[config.mk]
export PLATFORM = sky130hd
export DESIGN_NAME = mux_logic_unit_pipe_flat
export DESIGN_NICKNAME = d
export VERILOG_FILES = /design/src/rtl/mux_logic_unit_pipe_if.sv /design/src/rtl/mux_logic_unit_pipe.sv /design/src/flat_wrapper.sv
export SDC_FILE = /design/constraint.sdc
export NUM_CORES = 1
export LEC_CHECK = 0
export ABC_AREA = 1
export BUFFER_PORTS_ARGS = -buffer_cell sky130_fd_sc_hd__buf_2
export CAP_MARGIN = 20
export CORE_MARGIN = 2
export CORE_UTILIZATION = 50
export CTS_CLUSTER_DIAMETER = 80
export DETAILED_ROUTE_END_ITERATION = 10
export PLACE_DENSITY_LB_ADDON = 0.2
export SYNTH_ARGS = -nofsm -noshare
export SYNTH_HDL_FRONTEND = slang
export SYNTH_SLANG_ARGS = --single-unit
[constraint.sdc]
create_clock -name clk -period 4 [get_ports clk]
set_input_delay 0.4 -clock clk [delete_from_list [all_inputs] [get_ports clk]]
set_output_delay 0.4 -clock clk [all_outputs]
set_load 0.05 [all_outputs]
[src/rtl/mux_logic_unit_pipe_if.sv]
// -----------------------------------------------------------------------------
// mux_logic_unit_pipe_if
// Handshake/bus bundle for mux_logic_unit_pipe.
//   Upstream side  : in_valid, in_ready, in_a, in_b, in_op
//   Downstream side: out_valid, out_ready, out_y, out_op
//   Status         : beat_cnt (completed output handshakes)
//   Optional       : acc_sel, acc_clr (present only when MUXLU_ACC_EN is defined)
// Modports:
//   slave  - the logic unit itself
//   master - the environment (producer + consumer) driving the unit
// -----------------------------------------------------------------------------
interface mux_logic_unit_pipe_if #(
    parameter int WIDTH = 8,
    parameter int CNT_W = 16
);
    logic             in_valid;
    logic             in_ready;
    logic [WIDTH-1:0] in_a;
    logic [WIDTH-1:0] in_b;
    logic [2:0]       in_op;
    logic             out_valid;
    logic             out_ready;
    logic [WIDTH-1:0] out_y;
    logic [2:0]       out_op;
    logic [CNT_W-1:0] beat_cnt;
`ifdef MUXLU_ACC_EN
    logic             acc_sel;
    logic             acc_clr;

    modport slave (
        input  in_valid, in_a, in_b, in_op, out_ready, acc_sel, acc_clr,
        output in_ready, out_valid, out_y, out_op, beat_cnt
    );
    modport master (
        output in_valid, in_a, in_b, in_op, out_ready, acc_sel, acc_clr,
        input  in_ready, out_valid, out_y, out_op, beat_cnt
    );
`else
    modport slave (
        input  in_valid, in_a, in_b, in_op, out_ready,
        output in_ready, out_valid, out_y, out_op, beat_cnt
    );
    modport master (
        output in_valid, in_a, in_b, in_op, out_ready,
        input  in_ready, out_valid, out_y, out_op, beat_cnt
    );
`endif
endinterface

[src/rtl/mux_logic_unit_pipe.sv]
// -----------------------------------------------------------------------------
// mux_logic_unit_pipe
// Two-stage pipelined bitwise logic unit. Every gate function is a per-bit
// 2:1 mux with operand a as the select and b (or a constant) on the data legs.
//   op: 0 AND, 1 NAND, 2 OR, 3 NOR, 4 XOR, 5 XNOR, 6 NOT(a), 7 BUF(a)
// Stage 1 registers a, b, op; stage 2 computes the function and registers
// out_y/out_op. Full throughput with valid/ready back-pressure on both sides.
// Ports:
//   clk    - rising-edge clock
//   rst_n  - asynchronous active-low reset
//   bus    - mux_logic_unit_pipe_if.slave (handshakes, operands, result,
//            beat_cnt, and acc_sel/acc_clr when the accumulator is built)
// Build option:
//   MUXLU_ACC_EN - adds a WIDTH-bit accumulator holding the last result;
//                  a beat captured with acc_sel=1 uses it in place of b,
//                  acc_clr synchronously clears it (wins over an update).
// -----------------------------------------------------------------------------
module mux_logic_unit_pipe #(
    parameter int WIDTH = 8,
    parameter int CNT_W = 16
) (
    input  logic                  clk,
    input  logic                  rst_n,
    mux_logic_unit_pipe_if.slave  bus
);
    localparam logic [2:0] OP_AND  = 3'd0;
    localparam logic [2:0] OP_NAND = 3'd1;
    localparam logic [2:0] OP_OR   = 3'd2;
    localparam logic [2:0] OP_NOR  = 3'd3;
    localparam logic [2:0] OP_XOR  = 3'd4;
    localparam logic [2:0] OP_XNOR = 3'd5;
    localparam logic [2:0] OP_NOT  = 3'd6;
    localparam logic [2:0] OP_BUF  = 3'd7;

    // Stage 1
    logic             s1_valid_q;
    logic [WIDTH-1:0] s1_a_q;
    logic [WIDTH-1:0] s1_b_q;
    logic [2:0]       s1_op_q;
    // Stage 2 / output
    logic             out_valid_q;
    logic [WIDTH-1:0] out_y_q;
    logic [2:0]       out_op_q;
    logic [CNT_W-1:0] beat_cnt_q;

    logic             s2_adv;
    logic             in_ready;
    logic             in_fire;
    logic             s2_load;
    logic             out_fire;
    logic [WIDTH-1:0] d_vec;
    logic [WIDTH-1:0] hi_leg;
    logic [WIDTH-1:0] lo_leg;
    logic [WIDTH-1:0] y_d;

`ifdef MUXLU_ACC_EN
    logic             s1_acc_sel_q;
    logic [WIDTH-1:0] acc_q;
`endif

    // Output stage can take a new value when empty or when it is being consumed;
    // stage 1 can take a beat when empty or when it is moving on.
    assign s2_adv   = !out_valid_q || bus.out_ready;
    assign in_ready = !s1_valid_q || s2_adv;
    assign in_fire  = bus.in_valid && in_ready;
    assign s2_load  = s2_adv && s1_valid_q;
    assign out_fire = out_valid_q && bus.out_ready;

    // NOTE: every variable driven here gets a default before the case, so no
    // path leaves it unassigned and no latch is inferred.
    always_comb begin
        d_vec  = s1_b_q;
`ifdef MUXLU_ACC_EN
        if (s1_acc_sel_q) d_vec = acc_q;
`endif
        hi_leg = '0;
        lo_leg = '0;
        y_d    = '0;
        // hi_leg is selected where a=1, lo_leg where a=0.
        case (s1_op_q)
            OP_AND:  begin hi_leg = d_vec;  lo_leg = '0;     end
            OP_NAND: begin hi_leg = ~d_vec; lo_leg = '1;     end
            OP_OR:   begin hi_leg = '1;     lo_leg = d_vec;  end
            OP_NOR:  begin hi_leg = '0;     lo_leg = ~d_vec; end
            OP_XOR:  begin hi_leg = ~d_vec; lo_leg = d_vec;  end
            OP_XNOR: begin hi_leg = d_vec;  lo_leg = ~d_vec; end
            OP_NOT:  begin hi_leg = '0;     lo_leg = '1;     end
            OP_BUF:  begin hi_leg = '1;     lo_leg = '0;     end
        endcase
        for (int i = 0; i < WIDTH; i++) begin
            y_d[i] = s1_a_q[i] ? hi_leg[i] : lo_leg[i];
        end
    end

    // NOTE: sequential state uses non-blocking assignments so every register
    // samples the pre-edge values regardless of statement order.
    // NOTE: datapath registers are reset along with the valids; it costs little
    // and keeps out_y/out_op deterministic after reset.
    always_ff @(posedge clk or negedge rst_n) begin
        if (!rst_n) begin
            s1_valid_q <= 1'b0;
            s1_a_q     <= '0;
            s1_b_q     <= '0;
            s1_op_q    <= '0;
        end else begin
            if (in_fire) begin
                s1_valid_q <= 1'b1;
                s1_a_q     <= bus.in_a;
                s1_b_q     <= bus.in_b;
                s1_op_q    <= bus.in_op;
            end else if (s2_adv) begin
                s1_valid_q <= 1'b0;
            end
        end
    end

    always_ff @(posedge clk or negedge rst_n) begin
        if (!rst_n) begin
            out_valid_q <= 1'b0;
            out_y_q     <= '0;
            out_op_q    <= '0;
        end else if (s2_adv) begin
            out_valid_q <= s1_valid_q;
            if (s1_valid_q) begin
                out_y_q  <= y_d;
                out_op_q <= s1_op_q;
            end
        end
    end

    always_ff @(posedge clk or negedge rst_n) begin
        if (!rst_n) begin
            beat_cnt_q <= '0;
        end else if (out_fire) begin
            beat_cnt_q <= beat_cnt_q + CNT_W'(1);
        end
    end

`ifdef MUXLU_ACC_EN
    always_ff @(posedge clk or negedge rst_n) begin
        if (!rst_n) begin
            s1_acc_sel_q <= 1'b0;
        end else if (in_fire) begin
            s1_acc_sel_q <= bus.acc_sel;
        end
    end

    // Clear wins over a same-cycle result update; the beat loading this cycle
    // has already used the old acc value through d_vec.
    always_ff @(posedge clk or negedge rst_n) begin
        if (!rst_n) begin
            acc_q <= '0;
        end else if (bus.acc_clr) begin
            acc_q <= '0;
        end else if (s2_load) begin
            acc_q <= y_d;
        end
    end
`endif

    assign bus.in_ready  = in_ready;
    assign bus.out_valid = out_valid_q;
    assign bus.out_y     = out_y_q;
    assign bus.out_op    = out_op_q;
    assign bus.beat_cnt  = beat_cnt_q;

endmodule

[src/flat_wrapper.sv]
// flat-port wrapper written by rule: the top's interface ports become plain ports
module mux_logic_unit_pipe_flat 
#(
    parameter int WIDTH = 8,
    parameter int CNT_W = 16
)
  (clk, rst_n, bus_in_valid, bus_in_a, bus_in_b, bus_in_op, bus_out_ready, bus_in_ready, bus_out_valid, bus_out_y, bus_out_op, bus_beat_cnt);
  mux_logic_unit_pipe_if #(.WIDTH(WIDTH), .CNT_W(CNT_W)) bus_i ();
  input  logic clk;
  input  logic rst_n;
  input wire logic [$bits(bus_i.in_valid)-1:0] bus_in_valid;
  input wire logic [$bits(bus_i.in_a)-1:0] bus_in_a;
  input wire logic [$bits(bus_i.in_b)-1:0] bus_in_b;
  input wire logic [$bits(bus_i.in_op)-1:0] bus_in_op;
  input wire logic [$bits(bus_i.out_ready)-1:0] bus_out_ready;
  output wire logic [$bits(bus_i.in_ready)-1:0] bus_in_ready;
  output wire logic [$bits(bus_i.out_valid)-1:0] bus_out_valid;
  output wire logic [$bits(bus_i.out_y)-1:0] bus_out_y;
  output wire logic [$bits(bus_i.out_op)-1:0] bus_out_op;
  output wire logic [$bits(bus_i.beat_cnt)-1:0] bus_beat_cnt;
  assign bus_i.in_valid = bus_in_valid;
  assign bus_i.in_a = bus_in_a;
  assign bus_i.in_b = bus_in_b;
  assign bus_i.in_op = bus_in_op;
  assign bus_i.out_ready = bus_out_ready;
  assign bus_in_ready = bus_i.in_ready;
  assign bus_out_valid = bus_i.out_valid;
  assign bus_out_y = bus_i.out_y;
  assign bus_out_op = bus_i.out_op;
  assign bus_beat_cnt = bus_i.beat_cnt;
  mux_logic_unit_pipe #(.WIDTH(WIDTH), .CNT_W(CNT_W)) u_core (.clk(clk), .rst_n(rst_n), .bus(bus_i));
endmodule
==> impl_metrics.toml <==
[timing]
fin_crit_ps = 1657
maxSlewViolCount = 0
fin_crit_sh = 0.4144
worstMarginPinSlew_ps = 604.7
setup_viol = 0
fin_worst_skew_ps = 6.334
max_freq_ghz = 0.6033
setup_ws_ps = 2343
finalHoldViolations = 0
slew_headroom = 0.5969
whs_ps = 193.8
fin_tns_setup_ps = 0
rsz0062_at_grt = "false"

[synth]
synth_top_family_by_area = "simple AND/OR/NAND/NOR gates"
syn_nets = 329
synthSimpleGateAreaFrac = 0.3222
synthAdderAreaFrac = 0.004926
syn-cell-area_mm2 = 0.002540
ys_types = 28
synth_mux_area_frac = 0.02956
synth-seq-area-share = 0.4729
syn_avg_cell_area_um2 = 8.328
synth-warning-count = 0
synth-seq-cells = 48
synth-compound-area-share = 0.06650
postSynthCellCount = 305
synth-xor-area-share = 0.03793

[clocking]
clk-insertion-delay-late_ps = 300
cts_resized = 0
cts_tree = "built"
cts.htree.levels = 2
cts_setup_buffers = 0
cts.clk_slew.worst_paths_ps = 90
cts_buffers = 5
clockBufferDepth = 2
clock-sinks = 48
cts_root_buffer = "clkbuf_8"
postCtsHoldBufs = 0

[layout]
num-nets-final = 379
nFillCells = 459
drive_above_1_share = 0.2640
syn2layout_area_growth_pct = 14.73
diodes = 0
layout_common_cells = "nand2_1, buf_2, dfrtp_1"
final_common_cell = "nand2_1"
design_area_mm2 = 0.002914

[status]
status = "finished clean"

[drt]
antenna_left = 0
num_vias = 2031
detail_route.iter0.violations = 152
drcViolationCount = 0
drt-total-wl_um = 5062
vias_per_cell = 4.801
wl_per_cell_um = 11.97
drt_pass1_iterations = 4

[critical_path]
crit_path_end_kind = "register"
critical_path_required_ps = 4200
crit_chain = "nand2_1 -> nand2_1 -> nand3_1 -> nand3b_1 -> nand2_1 -> nand2_1 -> nand2_1"
critPathSlowestCell = "dfrtp_1"
startpoint = "u_core.s1_op_q[1]"
crit_type = "reg -> reg"
rr_startpoint = "u_core.s1_op_q[1]"
worstPathArrival_ps = 1850
path_max_fanout = 18
slowest_delay_ps = 700
cp_common_cell = "nand2_1"
start_kind = "register"

[floorplan]
die_y_um = 75.28
row_count = 25
ios = 52
dieArea_mm2 = 0.005666
die_w_um = 75.28
fp.coreArea_mm2 = 0.004817
start_util = 0.5273

[hold_path]
hold_path.class = "in -> async"

[global_route]
track_usage = 0.1921
antenna_found_initial = 0
grt_max_degree = 49
grt_overflow = 0
grt_pass1_vias = 1756
grt_pass1_wl_um = 8217

[placed_design]
port_buffers = 51
dp_hpwl_um = 3644
dpl-instance-area_mm2 = 0.002824
pre_cts_slack_ps = 2314
routabilityCongestion = 0.8270

[power_and_ir_drop]
p_per_area_mw_per_mm2 = 560.2
total_power_mw = 1.633
peakVddDrop_mv = 0.3631
leakage_nw = 1.627

[job]
drv_cap = 0
cells by family (layout without fill, tap and decap cells):
kind of cell               after synthesis  after routing
and+or+nand+nor                        175            175
DFF                                     48             48
buffers and inverters                   37             88
AOI/OAI and AO/OA                       27             27
xor gates and xnor gates                11             11
muxes                                    6              6
adders and majority gates                1              1
registers in the layout (all words and copies together) (netlist names):
signal	flops
u_core.bus.beat_cnt	16
u_core.s1_valid_q	1
u_core.s1_a_q	8
u_core.bus.out_y	8
u_core.s1_op_q	3
u_core.bus.out_valid	1
u_core.d_vec	8
u_core.bus.out_op	3
layer usage:
metal / wire length, µm / share of wire / GRT usage
met5: 0 / 0 / 0
met4: 31 / 0.0061 / 0.05068
met3: 283 / 0.056 / 0.04150
met2: 2152 / 0.43 / 0.2671
met1: 2594 / 0.51 / 0.3027
critical path: cells and delay by family, from the launching register on:
kind,cells,cell delay [ps]
flip-flops,1,700
AND/OR/NAND/NOR,7,870
area by class of cell:
cell class                      count  area (µm²)  area share
Sequential cell                    48        1201      0.4122
Multi-Input combinational cell    220        1171      0.4019
Tap cell                           67       83.83     0.02877
Clock buffer                        8       90.09     0.03091
Inverter                           28       105.1     0.03607
Timing Repair Buffer               52       262.8     0.09017
Yosys cell counts:
| library cell | n | area, µm² |
|---|---|---|
| xor2_1 | 5 | 43.79 |
| ha_1 | 1 | 12.51 |
| nand2_1 | 103 | 386.6 |
| nand4_1 | 1 | 6.260 |
| buf_4 | 2 | 15.01 |
| nand2_2 | 3 | 18.77 |
| a21oi_2 | 9 | 78.83 |
| nor2_2 | 2 | 12.51 |
| nand2_4 | 4 | 45.04 |
| inv_2 | 5 | 18.77 |
| buf_2 | 5 | 25.02 |
| nand3_2 | 3 | 30.03 |
| a21oi_1 | 4 | 20.02 |
| o21ai_1 | 10 | 50.05 |
| buf_6 | 2 | 22.52 |
| nor3_1 | 1 | 5.000 |
| nand3b_1 | 6 | 45.04 |
| nor2_4 | 1 | 11.26 |
| mux2_2 | 4 | 45.04 |
| nand3_1 | 20 | 100.1 |
| nor2_1 | 28 | 105.1 |
| xnor2_1 | 6 | 52.55 |
| nand4_2 | 1 | 12.51 |
| inv_1 | 23 | 86.33 |
| nor2_8 | 2 | 40.04 |
| mux2_4 | 2 | 30.03 |
| o21ai_0 | 4 | 20.02 |
| dfrtp_1 | 48 | 1201 |
stage by stage:
stage	std cells	utilization
after floorplan	305	-
after global routing	423	0.6049
after CTS	423	0.6049
final	423	0.6049
after global placement	415	0.5862
after detailed placement	415	0.5862
path summary, 6_finish.rpt:
kind / to / slack (ps) / cells after the start
setup / recovery: u_core.bus.out_y[5] / 2340 / 7
hold / removal: u_core.bus.out_y[6] / 190 / 2
setup reg to reg: u_core.bus.out_y[5] / 2340 / 7
hold reg to reg: u_core.bus.out_y[3] / 480 / 2
min in group clk: u_core.s1_a_q[6] / 330 / 2
max in group asynchronous: u_core.s1_op_q[1] / 3400 / 2
where the power goes:
| group | switching [mW] | total, mW | internal [mW] |
|---|---|---|---|
| Clock | 0.156 | 0.297 | 0.141 |
| Sequential | 0.0932 | 0.679 | 0.585 |
| Combinational | 0.482 | 0.657 | 0.175 |
No activity file was read; power rests on OpenSTA's default activity.
